[src/rtl/embedded_io_bank_ctrl_if.sv]
// Pad-bank signal bundle between the eFPGA fabric/pad environment (master)
// and the embedded IO bank controller (slave).
interface embedded_io_bank_ctrl_if #(
  parameter int NUM_IO = 8
);
  logic [NUM_IO-1:0] fpga_out;
  logic [NUM_IO-1:0] fpga_dir;
  logic [NUM_IO-1:0] soc_in;
  logic [NUM_IO-1:0] soc_out;
  logic [NUM_IO-1:0] soc_dir;
  logic [NUM_IO-1:0] fpga_in;
  logic [NUM_IO-1:0] turn_busy;

  modport master (
    output fpga_out, fpga_dir, soc_in,
    input  soc_out, soc_dir, fpga_in, turn_busy
  );

  modport slave (
    input  fpga_out, fpga_dir, soc_in,
    output soc_out, soc_dir, fpga_in, turn_busy
  );
endinterface

[src/rtl/embedded_io_bank_ctrl.sv]
// Embedded IO bank sequencer: isolation until configured, hi-Z turnaround per pad.
// Optional macro EMBEDDED_IO_LOOPBACK_EN adds lb_en (fabric out -> fabric in loopback).
//
// bank state | meaning
// B_ISOLATE  | pads isolated, waiting for cfg_done=1 and iso_req=0
// B_SETTLE   | TURN_CYCLES-long quiet window before the pads go live
// B_ACTIVE   | pad FSMs running
//
// pad state  | meaning
// P_IN       | SoC drives the pad, fabric sees synchronised soc_in
// P_TURN     | hi-Z window, nobody drives
// P_OUT      | fabric drives the pad
module embedded_io_bank_ctrl #(
  parameter int NUM_IO      = 8,
  parameter int TURN_CYCLES = 2,
  parameter int SYNC_STAGES = 2
) (
  input  logic clk,
  input  logic rst_n,
  input  logic cfg_done,
  input  logic iso_req,
`ifdef EMBEDDED_IO_LOOPBACK_EN
  input  logic lb_en,
`endif
  output logic bank_active,
  embedded_io_bank_ctrl_if.slave pads
);

  localparam int CW = (TURN_CYCLES > 1) ? $clog2(TURN_CYCLES) : 1;
  localparam logic [CW-1:0] RELOAD = (TURN_CYCLES > 0) ? CW'(TURN_CYCLES - 1) : '0;

  typedef enum logic [1:0] {B_ISOLATE, B_SETTLE, B_ACTIVE} bank_state_t;
  typedef enum logic [1:0] {P_IN, P_TURN, P_OUT} pad_state_t;

  bank_state_t       bank_st;
  logic [CW-1:0]     settle_cnt;
  pad_state_t        pad_st  [NUM_IO];
  pad_state_t        pad_nxt [NUM_IO];
  logic [CW-1:0]     pad_cnt [NUM_IO];
  logic [CW-1:0]     cnt_nxt [NUM_IO];
  logic [NUM_IO-1:0] pad_tgt;
  logic [NUM_IO-1:0] tgt_nxt;
  logic [NUM_IO-1:0] sync_q  [SYNC_STAGES-1];

  logic              leave;
  logic              stay_active;
  logic              active_nxt;
  logic [NUM_IO-1:0] dir_d;
  logic [NUM_IO-1:0] out_d;
  logic [NUM_IO-1:0] busy_d;
  logic [NUM_IO-1:0] in_d;

  // iso_req or a lost configuration both drop the bank on the next edge.
  assign leave       = iso_req | ~cfg_done;
  assign stay_active = (bank_st == B_ACTIVE) & ~leave;
  assign active_nxt  = stay_active | ((bank_st == B_SETTLE) & ~leave & (settle_cnt == '0));

  // pad_tgt=1 means the running turnaround heads toward P_OUT.
  always_comb begin
    tgt_nxt = pad_tgt;
    dir_d   = '0;
    busy_d  = '0;
    in_d    = '0;
    for (int i = 0; i < NUM_IO; i++) begin
      pad_nxt[i] = pad_st[i];
      cnt_nxt[i] = pad_cnt[i];
      if (!stay_active) begin
        pad_nxt[i] = P_IN;
        cnt_nxt[i] = '0;
        tgt_nxt[i] = 1'b0;
      end else begin
        case (pad_st[i])
          P_IN: if (pads.fpga_dir[i]) begin
            if (TURN_CYCLES == 0) pad_nxt[i] = P_OUT;
            else begin
              pad_nxt[i] = P_TURN;
              tgt_nxt[i] = 1'b1;
              cnt_nxt[i] = RELOAD;
            end
          end
          P_OUT: if (!pads.fpga_dir[i]) begin
            if (TURN_CYCLES == 0) pad_nxt[i] = P_IN;
            else begin
              pad_nxt[i] = P_TURN;
              tgt_nxt[i] = 1'b0;
              cnt_nxt[i] = RELOAD;
            end
          end
          P_TURN: begin
            // a request change restarts the full window toward the new target
            if (pads.fpga_dir[i] != pad_tgt[i]) begin
              tgt_nxt[i] = pads.fpga_dir[i];
              cnt_nxt[i] = RELOAD;
            end else if (pad_cnt[i] == '0) begin
              pad_nxt[i] = pad_tgt[i] ? P_OUT : P_IN;
            end else begin
              cnt_nxt[i] = pad_cnt[i] - CW'(1);
            end
          end
          default: pad_nxt[i] = P_IN;
        endcase
      end
      dir_d[i]  = active_nxt && pad_nxt[i] == P_OUT;
      busy_d[i] = active_nxt && pad_nxt[i] == P_TURN;
      in_d[i]   = active_nxt && pad_nxt[i] == P_IN && sync_q[SYNC_STAGES-2][i];
    end
`ifdef EMBEDDED_IO_LOOPBACK_EN
    if (lb_en && active_nxt) begin
      dir_d = '0;
      in_d  = pads.fpga_out;
    end
`endif
    out_d = dir_d & pads.fpga_out;
  end

  always_ff @(posedge clk or negedge rst_n) begin
    if (!rst_n) begin
      bank_st         <= B_ISOLATE;
      settle_cnt      <= '0;
      bank_active     <= 1'b0;
      pad_tgt         <= '0;
      pads.soc_dir    <= '0;
      pads.soc_out    <= '0;
      pads.fpga_in    <= '0;
      pads.turn_busy  <= '0;
      for (int i = 0; i < NUM_IO; i++) begin
        pad_st[i]  <= P_IN;
        pad_cnt[i] <= '0;
      end
    end else begin
      case (bank_st)
        B_ISOLATE: if (cfg_done && !iso_req) begin
          bank_st    <= B_SETTLE;
          settle_cnt <= RELOAD;
        end
        B_SETTLE: begin
          if (leave)                  bank_st <= B_ISOLATE;
          else if (settle_cnt == '0) bank_st <= B_ACTIVE;
          else                        settle_cnt <= settle_cnt - CW'(1);
        end
        B_ACTIVE: if (leave) bank_st <= B_ISOLATE;
        default:  bank_st <= B_ISOLATE;
      endcase
      bank_active    <= active_nxt;
      pad_tgt        <= tgt_nxt;
      pads.soc_dir   <= dir_d;
      pads.soc_out   <= out_d;
      pads.fpga_in   <= in_d;
      pads.turn_busy <= busy_d;
      for (int i = 0; i < NUM_IO; i++) begin
        pad_st[i]  <= pad_nxt[i];
        pad_cnt[i] <= cnt_nxt[i];
      end
    end
  end

  // The gated fpga_in register is the last synchroniser stage, so only
  // SYNC_STAGES-1 free-running flops precede it.
  always_ff @(posedge clk or negedge rst_n) begin
    if (!rst_n) begin
      for (int s = 0; s < SYNC_STAGES - 1; s++) sync_q[s] <= '0;
    end else begin
      sync_q[0] <= pads.soc_in;
      for (int s = 1; s < SYNC_STAGES - 1; s++) sync_q[s] <= sync_q[s-1];
    end
  end

endmodule

[src/flat_wrapper.sv]
// flat-port wrapper written by rule: the top's interface ports become plain ports
module embedded_io_bank_ctrl_flat 
#(
  parameter int NUM_IO      = 8,
  parameter int TURN_CYCLES = 2,
  parameter int SYNC_STAGES = 2
)
  (clk, rst_n, cfg_done, iso_req, bank_active, pads_fpga_out, pads_fpga_dir, pads_soc_in, pads_soc_out, pads_soc_dir, pads_fpga_in, pads_turn_busy);
  embedded_io_bank_ctrl_if #(.NUM_IO(NUM_IO)) pads_i ();
  input  logic clk;
  input  logic rst_n;
  input  logic cfg_done;
  input  logic iso_req;
  output logic bank_active;
  input wire logic [$bits(pads_i.fpga_out)-1:0] pads_fpga_out;
  input wire logic [$bits(pads_i.fpga_dir)-1:0] pads_fpga_dir;
  input wire logic [$bits(pads_i.soc_in)-1:0] pads_soc_in;
  output wire logic [$bits(pads_i.soc_out)-1:0] pads_soc_out;
  output wire logic [$bits(pads_i.soc_dir)-1:0] pads_soc_dir;
  output wire logic [$bits(pads_i.fpga_in)-1:0] pads_fpga_in;
  output wire logic [$bits(pads_i.turn_busy)-1:0] pads_turn_busy;
  assign pads_i.fpga_out = pads_fpga_out;
  assign pads_i.fpga_dir = pads_fpga_dir;
  assign pads_i.soc_in = pads_soc_in;
  assign pads_soc_out = pads_i.soc_out;
  assign pads_soc_dir = pads_i.soc_dir;
  assign pads_fpga_in = pads_i.fpga_in;
  assign pads_turn_busy = pads_i.turn_busy;
  embedded_io_bank_ctrl #(.NUM_IO(NUM_IO), .TURN_CYCLES(TURN_CYCLES), .SYNC_STAGES(SYNC_STAGES)) u_core (.clk(clk), .rst_n(rst_n), .cfg_done(cfg_done), .iso_req(iso_req), .bank_active(bank_active), .pads(pads_i));
endmodule
[config.mk]
export PLATFORM = sky130hd
export DESIGN_NAME = embedded_io_bank_ctrl_flat
export DESIGN_NICKNAME = d
export VERILOG_FILES = /design/src/rtl/embedded_io_bank_ctrl_if.sv /design/src/rtl/embedded_io_bank_ctrl.sv /design/src/flat_wrapper.sv
export SDC_FILE = /design/constraint.sdc
export NUM_CORES = 1
export LEC_CHECK = 0
export ABC_CLOCK_PERIOD_IN_PS = 2300
export CORE_UTILIZATION = 55
export CTS_BUF_LIST = sky130_fd_sc_hd__clkbuf_8
export CTS_CLUSTER_SIZE = 8
export DETAILED_ROUTE_END_ITERATION = 16
export PLACE_DENSITY_LB_ADDON = 0.08
export SYNTH_ARGS = -nofsm -noshare
export SYNTH_HDL_FRONTEND = slang
export SYNTH_SLANG_ARGS = --single-unit
[constraint.sdc]
create_clock -name clk -period 2.3 [get_ports clk]
set_input_delay 0.575 -clock clk [delete_from_list [all_inputs] [get_ports clk]]
set_output_delay 0.575 -clock clk [all_outputs]
set_load 0.01 [all_outputs]
==> flow_results.org, run 1 <==
** Outcome
- The flow ran to the end, and the final reports show no timing, DRC or antenna violations.

** Detailed routing
- For this block, the initial DRC count from the detailed router was 159.
- The detail route stage leaves a number of antenna-violating nets equal to 0.
- Wires add up to 6.65 mm.
- Drt wl/cell :: 13.9 um
- Number of detailed-routing iterations run before antenna repair :: 4
- Across all layers, the routed design uses 2,642 vias.
- Drt via density :: 5.54
- Drc violations :: 0

** STA
- Setup total negative slack on the finished layout was measured at 0 ps.
- Least-Margin Pin Slew :: 441 ps
- The final number of max-transition violations is 0.
- Post-Route Skew :: 7.18 ps
- The worst path in the final design needs a cycle of 1880 ps, including I/O delays and setup.
- For this run, the top clock speed supported by timing is 531 MHz.
- Measured against its own limit, the worst slew margin works out to 70.2%.
- The final hold violation count came to 0.
- Setup repair after global routing missed its margin :: no
- Setup violations remaining at the end of the flow were counted as 0.
- Period utilisation layout :: 81.9%

** Cells and area
- Filler cells :: 484
- Final cell area excluding filler cells :: 4530 um^2
- Final core utilization :: 71.3%
- 0 antenna diodes ended up in the layout.
- Synthesis-to-finish area growth :: 25.4%
- Of the cells placed in the final design, the portion with a size suffix greater than 1 is 11.5%.
- The library cells used most frequently in the layout, excluding fill and tap cells, are dfrtp_1 (76), clkdlybuf4s50_1 (59), nor3_1 (23).
- In the final design database the tool counted 439 nets.
- Leading cell type in the layout, fill and taps excluded :: dfrtp_1

** Die
- The initialized floorplan defines 29 standard-cell rows.
- Area of the die :: 6890 um^2
- Die Width :: 83.0 um
- Count of boundary I/O pins :: 61
- The core region is 6350 um^2.
- Starting Density :: 56.8%
- Die span in y :: 83.0 um

** Worst setup path
- Endpoint of the worst register-to-register path :: u_core.pads.soc_out[3]$_DFF_PN0_
- Crit path launch type :: input port
- Data arrives at the worst endpoint at 2100 ps.
- Depth of the worst register-to-register path :: 6
- Largest stage delay on the critical path :: 610 ps
- Endpoint type of the worst setup path :: flip-flop
- Along the worst path, the maximum fanout reaches 6.
- CP Data Required Time :: 2520 ps
- The setup check on the worst reg-to-reg path leaves a slack of 490 ps.
- The slowest stage of the critical path is the clkdlybuf4s50_1 cell.
- Cell breakdown of the critical path :: clkdlybuf4s50_1 -> xor2_2 -> o221ai_2 -> a2111oi_4 -> buf_4 -> nor3_1
- Critical path type :: input port to flip-flop
- Reg2Reg Launch Point :: u_core.pad_st[8]$_DFF_PN0_

** Yosys
- In this run, synthesis inferred 0 flip-flops with an integrated enable.
- Counting flops and latches in the post-synthesis netlist gives 76.
- Share of the synthesized area in the top cell type :: 52.7%
- The synthesized netlist occupies a cell area of 3610 um^2.
- The number of nets handed over by synthesis was 367.
- Share of synthesized flip-flops with an asynchronous set or reset :: 100%
- Sequential element share of the synthesized area :: 52.7%
- Count of different cell masters after synthesis :: 47
- Post-synth top flop :: dfrtp_1
- Cells after Synth :: 324
- The synthesized design spends more area on one cell type than any other, namely dfrtp_1.
- Yosys printed 0 warnings.
- Leading post-synthesis cells by cell area :: dfrtp_1 (53%), ha_1 (5.2%), nor3_1 (3.2%)
- In this run the mean area of a mapped cell was 11.1 um^2.

** Global routing
- Entering global routing, the biggest net connects 51 pins.
- The initial antenna violation count was 0.
- GRT Total Usage :: 21.4%
- The first global-routing pass estimated 11.7 mm of wire.
- The via count of the first global-routing pass was 2,594.
- Total grt overflow :: 0

** Clock network
- TritonCTS clock tree :: built
- In this run, post-CTS repair resized a total of 0 instances.
- Library cell used as clock root buffer :: clkbuf_8
- Clock-pin slew was measured on the worst setup and hold paths at 80 ps.
- Buffers from clock root to sink, at most :: 2
- After clock tree synthesis, the flow added hold-fix buffers numbering 0.
- Number of CTS-inserted buffers :: 9
- The H-tree generated during clock tree synthesis spans 3 levels.
- Buffers added to address setup during post-CTS repair amount to 0.
- For this design, the sink count on the clock tree is 76.
- Skew-Pair Late Insertion Delay :: 340 ps

** Min path
- The path class of the tightest hold or removal check is input port to async pin.

** Power and ir drop
- IR analysis of the VDD net gives a maximum drop of 0.391 mV.
- Leakage Power :: 2.01 nW
- In this run the power density over the cells is 545 nW/um^2.

** Placed design
- Final weighted congestion in routability-driven placement :: 0.863
- The HPWL after detailed placement is 4.76 mm.
- Dpl cell area :: 4340 um^2
- The count of buffers added on input and output ports is 60.

** Run
- Across the run, the number of max-cap violations was 0.
==> per-stage QoR <==
| step | hold slack [ps] | std cells | power, mW | setup slack [ps] |
|---|---|---|---|---|
| global route | 158 | 477 | 2.58 | 308 |
| detailed placement | 467 | 462 | 1.56 | 58.8 |
| finish | 142 | 477 | 2.47 | 415 |
| global placement | 462 | 462 | 1.56 | 93.1 |
| floorplan | 279 | 324 | 1.46 | 595 |
| CTS | 143 | 477 | 2.50 | 416 |
==> cell families after synthesis <==
kind of cell | synth area share, %
adder cells (fa/ha/maj) | 5.20
flip-flops | 52.7
AND/OR/NAND/NOR | 16.7
multiplexers | 1.77
AO/OA/AOI/OAI | 17.6
buffers and inverters | 3.64
XOR/XNOR | 2.36
==> final cells by class <==
type / count / area [um^2] / area share (%)
multi-input combinational: 219 / 1580 / 34.8
tap: 77 / 96.3 / 2.13
timing repair buffer: 71 / 693 / 15.3
clock buffer: 13 / 179 / 3.95
clock inverter: 2 / 8.76 / 0.193
inverter: 19 / 71.3 / 1.58
sequential: 76 / 1900 / 42.0
==> critical path, delay by kind of cell <==
| kind | cells | cell delay, ps |
|---|---|---|
| and+or+nand+nor | 1 | 40 |
| xor gates and xnor gates | 1 | 200 |
| buffers and inverters | 2 | 790 |
| AOI/OAI and AO/OA | 2 | 490 |
==> cell usage after synthesis, types with 3 or more instances <==
cell,n
a211oi_1,10
a21o_1,3
a21oi_1,19
and2_1,5
and3_1,6
and3b_1,3
buf_2,3
buf_4,3
clkbuf_1,3
dfrtp_1,76
ha_1,15
inv_1,19
mux2_2,3
mux2i_1,3
nand2_1,19
nand2b_1,5
nand3_1,3
nand3b_1,5
nor2_1,19
nor2b_1,10
nor3_1,23
o211ai_1,3
o21a_1,3
o21ai_0,21
o2bb2ai_1,3
or3_1,3
xor2_1,6
==> power breakdown <==
part	leakage [nW]	internal, mW	switching (mW)
combinational	0.864	0.0836	0.0892
clock	0.103	0.499	0.436
sequential	1.04	1.35	0.00930
==> worst max path at each step <==
stage	startpoint	to	slack, ps	cells after the start
2_1_floorplan	iso_req	u_core.pads.soc_out[0]$_DFF_PN0_	600	4
3_3_place_gp	pads_fpga_dir[3]	u_core.pads.soc_out[3]$_DFF_PN0_	90	5
3_5_place_dp	pads_fpga_dir[0]	u_core.pads.fpga_in[0]$_DFF_PN0_	60	6
4_1_cts	pads_fpga_dir[0]	u_core.pads.fpga_in[0]$_DFF_PN0_	420	6
5_1_grt	pads_fpga_dir[0]	u_core.pads.fpga_in[0]$_DFF_PN0_	310	6
6_report	pads_fpga_dir[0]	u_core.pads.fpga_in[0]$_DFF_PN0_	420	6
==> per-layer routing <==
metal / up-vias / GRT usage, % / share of wire (%)
li1: 1292 / - / -
met1: 1283 / 27.6 / 45
met2: 60 / 34.4 / 49
met3: 7 / 4.67 / 4.1
met4: 0 / 10.5 / 1.6
met5: - / 0 / 0
==> state kept, by name (all words and copies together), names as in the netlist <==
register / cells
u_core.pad_st: 16
u_core.pad_cnt: 8
u_core.pad_tgt: 8
u_core.pads.fpga_in: 8
u_core.pads.soc_dir: 8
u_core.pads.soc_out: 8
u_core.pads.turn_busy: 8
u_core.sync_q: 8
u_core.bank_st: 2
u_core.bank_active: 1
u_core.settle_cnt: 1
(Power assumes the default switching activity.)
==> run 2: changes to the inputs <==
--- a/config.mk
+++ b/config.mk
@@ -5,7 +5,7 @@
 export SDC_FILE = /design/constraint.sdc
 export NUM_CORES = 1
 export LEC_CHECK = 0
-export ABC_CLOCK_PERIOD_IN_PS = 2300
+export ABC_CLOCK_PERIOD_IN_PS = 1800
 export CORE_UTILIZATION = 55
 export CTS_BUF_LIST = sky130_fd_sc_hd__clkbuf_8
 export CTS_CLUSTER_SIZE = 8
==> constraint.sdc (replaced) <==
create_clock -name clk -period 1.8 [get_ports clk]
set_input_delay 0.45 -clock clk [delete_from_list [all_inputs] [get_ports clk]]
set_output_delay 0.45 -clock clk [all_outputs]
set_load 0.01 [all_outputs]
==> run 2 against run 1 <==
- combinational power rose by 38%
- die area unchanged
- via count increased by 3.9%
- largest cell class unchanged
- critical path depth fell by 1
- worst hold slack lost 25 ps
- highest routed layer unchanged
- power up 27%
- routed wire length up 4.8%
- global-route usage up 1.0 points
- final cell count rose by 5.9%
- largest power group unchanged
==> flow_results.org, run 2 (same netlist as run 1, synthesis figures left out) <==
** Outcome
- Result of the run :: complete, no violations (unchanged)

** Global routing
- The total congestion overflow after global routing was 0 (unchanged).
- The via count of the first global-routing pass is 2,752 (was 2,594).
- Wire length of the first global-routing pass :: 12.3 mm (was 11.7 mm)
- Maximum number of pins on one net before global-route repair :: 77 (was 51)
- Initial antenna violation count :: 0 (unchanged)
- GRT Total Usage :: 22.5% (was 21.4%)

** Detailed routing
- The aggregate routed wire length is 6.97 mm (was 6.65 mm).
- Drt wl/cell :: 13.8 um (was 13.9 um)
- Drt via density :: 5.44 (was 5.54)
- The DRC marker count from the first detailed-route iteration came to 139 (was 159).
- Number of nets with antenna violations after routing :: 0 (unchanged)
- Drc violations :: 0 (unchanged)
- The iteration count of the initial detailed-routing pass was 4 (unchanged).
- The via count of the routed design came to 2,746 (was 2,642).

** STA
- The setup slack of the critical path after layout was 90.1 ps (was 415 ps).
- Post-Route Skew :: 6.32 ps (was 7.18 ps)
- The final number of max-transition violations was 0 (unchanged).
- Slew headroom :: 73.7% (was 70.2%)
- The final hold violation count was 0 (unchanged).
- The transition time of the tightest slew-check pin came to 392 ps (was 441 ps).
- Maximum frequency from static timing analysis :: 585 MHz
- Setup repair after global routing missed its margin :: no (unchanged)
- The sum of negative setup slack is 0 ps (unchanged).
- Min cycle time layout :: 1710 ps
- Period utilisation layout :: 95.0%
- The final count of negative-setup-slack endpoints was 0 (unchanged).

** Clock network
- The number of H-tree branching levels was 3 (unchanged).
- Library cell used as clock root buffer :: clkbuf_8 (unchanged)
- The setup fix buffers added after clock tree synthesis was 0 (unchanged).
- Skew-Pair Late Insertion Delay :: 330 ps (was 340 ps)
- The deepest clock path buffer count was 2 (unchanged).
- The CTS sink count was 76 (unchanged).
- Number of CTS-inserted buffers :: 9 (unchanged)
- The number of hold-repair buffers added at the cts stage was 0 (unchanged).
- The TritonCTS clock tree is built (unchanged).
- The clock transition at the registers of the reported paths is 70 ps (was 80 ps).

** Cells and area
- Leading cell type in the layout, fill and taps excluded :: dfrtp_1 (unchanged)
- The ratio of cells with drive above 1 in the final layout is 17.8% (was 11.5%).
- Number of flip-flops in the largest register :: 16 (unchanged)
- Antenna Diode Count :: 0 (unchanged)
- Final cell area excluding filler cells :: 4750 um^2 (was 4530 um^2)
- The largest register by flop count is u_core.pad_st (unchanged).
- The final core area utilization came to 74.8% (was 71.3%).
- The area growth from synthesis to final layout was 31.6% (was 25.4%).
- Most frequent cells in the layout :: dfrtp_1 (76), clkdlybuf4s50_1 (57), buf_4 (37) (was dfrtp_1 (76), clkdlybuf4s50_1 (59), nor3_1 (23))
- The number of nets at the end of the flow was 466 (was 439).

** Power and ir drop
- The power density over cell area was 659 nW/um^2 (was 545 nW/um^2).
- Leakage Power :: 2.14 nW (was 2.01 nW)
- The total power consumption of the routed design came to 3.13 mW (was 2.47 mW).
- Maximum ir drop on the vdd rail :: 0.571 mV (was 0.391 mV)

** Placed design
- The post-placement cell area was 4550 um^2 (was 4340 um^2).
- The half-perimeter wire length after placement is 5.07 mm (was 4.76 mm).
- The pre-CTS worst setup slack is -397 ps (was 58.8 ps).
- The global placement routability congestion is 0.849 (was 0.863).
- IO buf count :: 60 (unchanged)

** Worst setup path
- The kind of start point of the critical path is an input port (unchanged).
- The critical path data required time came to 2040 ps (was 2520 ps).
- Endpoint type of the worst setup path :: flip-flop (unchanged)
- Depth of the worst register-to-register path :: 7 (was 6)
- Largest fanout on the critical path :: 6 (unchanged)
- Crit path DAT :: 1950 ps (was 2100 ps)
- The kind of critical path was input port to flip-flop (unchanged).

** Die
- Count of boundary I/O pins :: 61 (unchanged)
- The initial cell density of the core was 56.8% (unchanged).
- The core area was 6350 um^2 (unchanged).
- The overall die height was 83.0 um (unchanged).
- Die Width :: 83.0 um (unchanged)
- Area of the die :: 6890 um^2 (unchanged)
- Count of standard-cell rows :: 29 (unchanged)

** Min path
- The classification of the worst-slack hold path is input port to async pin (unchanged).

** Run
- Reported max-cap violation count :: 0 (unchanged)
==> run 2: cell count changes in the layout (fill, tap and decap cells not counted), sizes merged <==
| cell | before | now |
|---|---|---|
| buf | 12 | 39 |
| clkbuf | 13 | 12 |
| dlygate4sd2 | 0 | 2 |
| clkdlybuf4s50 | 59 | 57 |
| inv | 20 | 22 |
==> run 2: worst max-delay path, stage by stage <==
cell and delay (ps):
clkdlybuf4s50_1 610, mux2_2 370, a21oi_1 250, nor4_4 80, nor3_1 200
==> run 2: cell type report <==
class	instances	area, um^2
Clock inverter	4	16.3
Clock buffer	12	165
Timing Repair Buffer	98	906
Fill cell	447	1600
Sequential cell	76	1900
Inverter	19	71.3
Tap cell	77	96.3
Multi-Input combinational cell	219	1590
==> run 2: stage by stage <==
step	std cells	hold WS, ps
5_1_grt	505	137
4_1_cts	505	131
2_1_floorplan	324	154
3_3_place_gp	489	462
6_report	505	117
3_5_place_dp	489	480
==> run 2: path summary, 6_finish.rpt <==
check,from,end,slack [ps]
worst max-delay path,pads_fpga_dir[1],u_core.pads.fpga_in[1]$_DFF_PN0_,90
worst min-delay path,rst_n,u_core.pad_st[11]$_DFF_PN0_,120
worst max register to register,u_core.pad_st[14]$_DFF_PN0_,u_core.pads.fpga_in[0]$_DFF_PN0_,110
worst min register to register,u_core.sync_q[1]$_DFF_PN0_,u_core.pads.fpga_in[1]$_DFF_PN0_,480
max in group asynchronous,rst_n,u_core.pads.soc_out[5]$_DFF_PN0_,1380
min in group clk,u_core.sync_q[1]$_DFF_PN0_,u_core.pads.fpga_in[1]$_DFF_PN0_,480
==> run 2: repair_timing <==
action / CTS / global route
pin swaps: 0 / 2
gates resized for setup: 2 / 5
setup endpoints to repair: 3 / 5
==> run 2: layer usage <==
| layer | track usage (%) | vias to the layer above | wire length, um |
|---|---|---|---|
| met5 | 0 | - | 0 |
| met4 | 7.99 | 0 | 66 |
| met3 | 5.96 | 4 | 398 |
| met2 | 36.7 | 78 | 3480 |
| met1 | 29.0 | 1318 | 3020 |
| li1 | - | 1346 | - |
==> run 2: power breakdown <==
part,internal [mW],switching [mW],total [mW]
logic,0.121,0.118,0.239
registers,1.73,0.0116,1.74
clock network,0.597,0.557,1.15
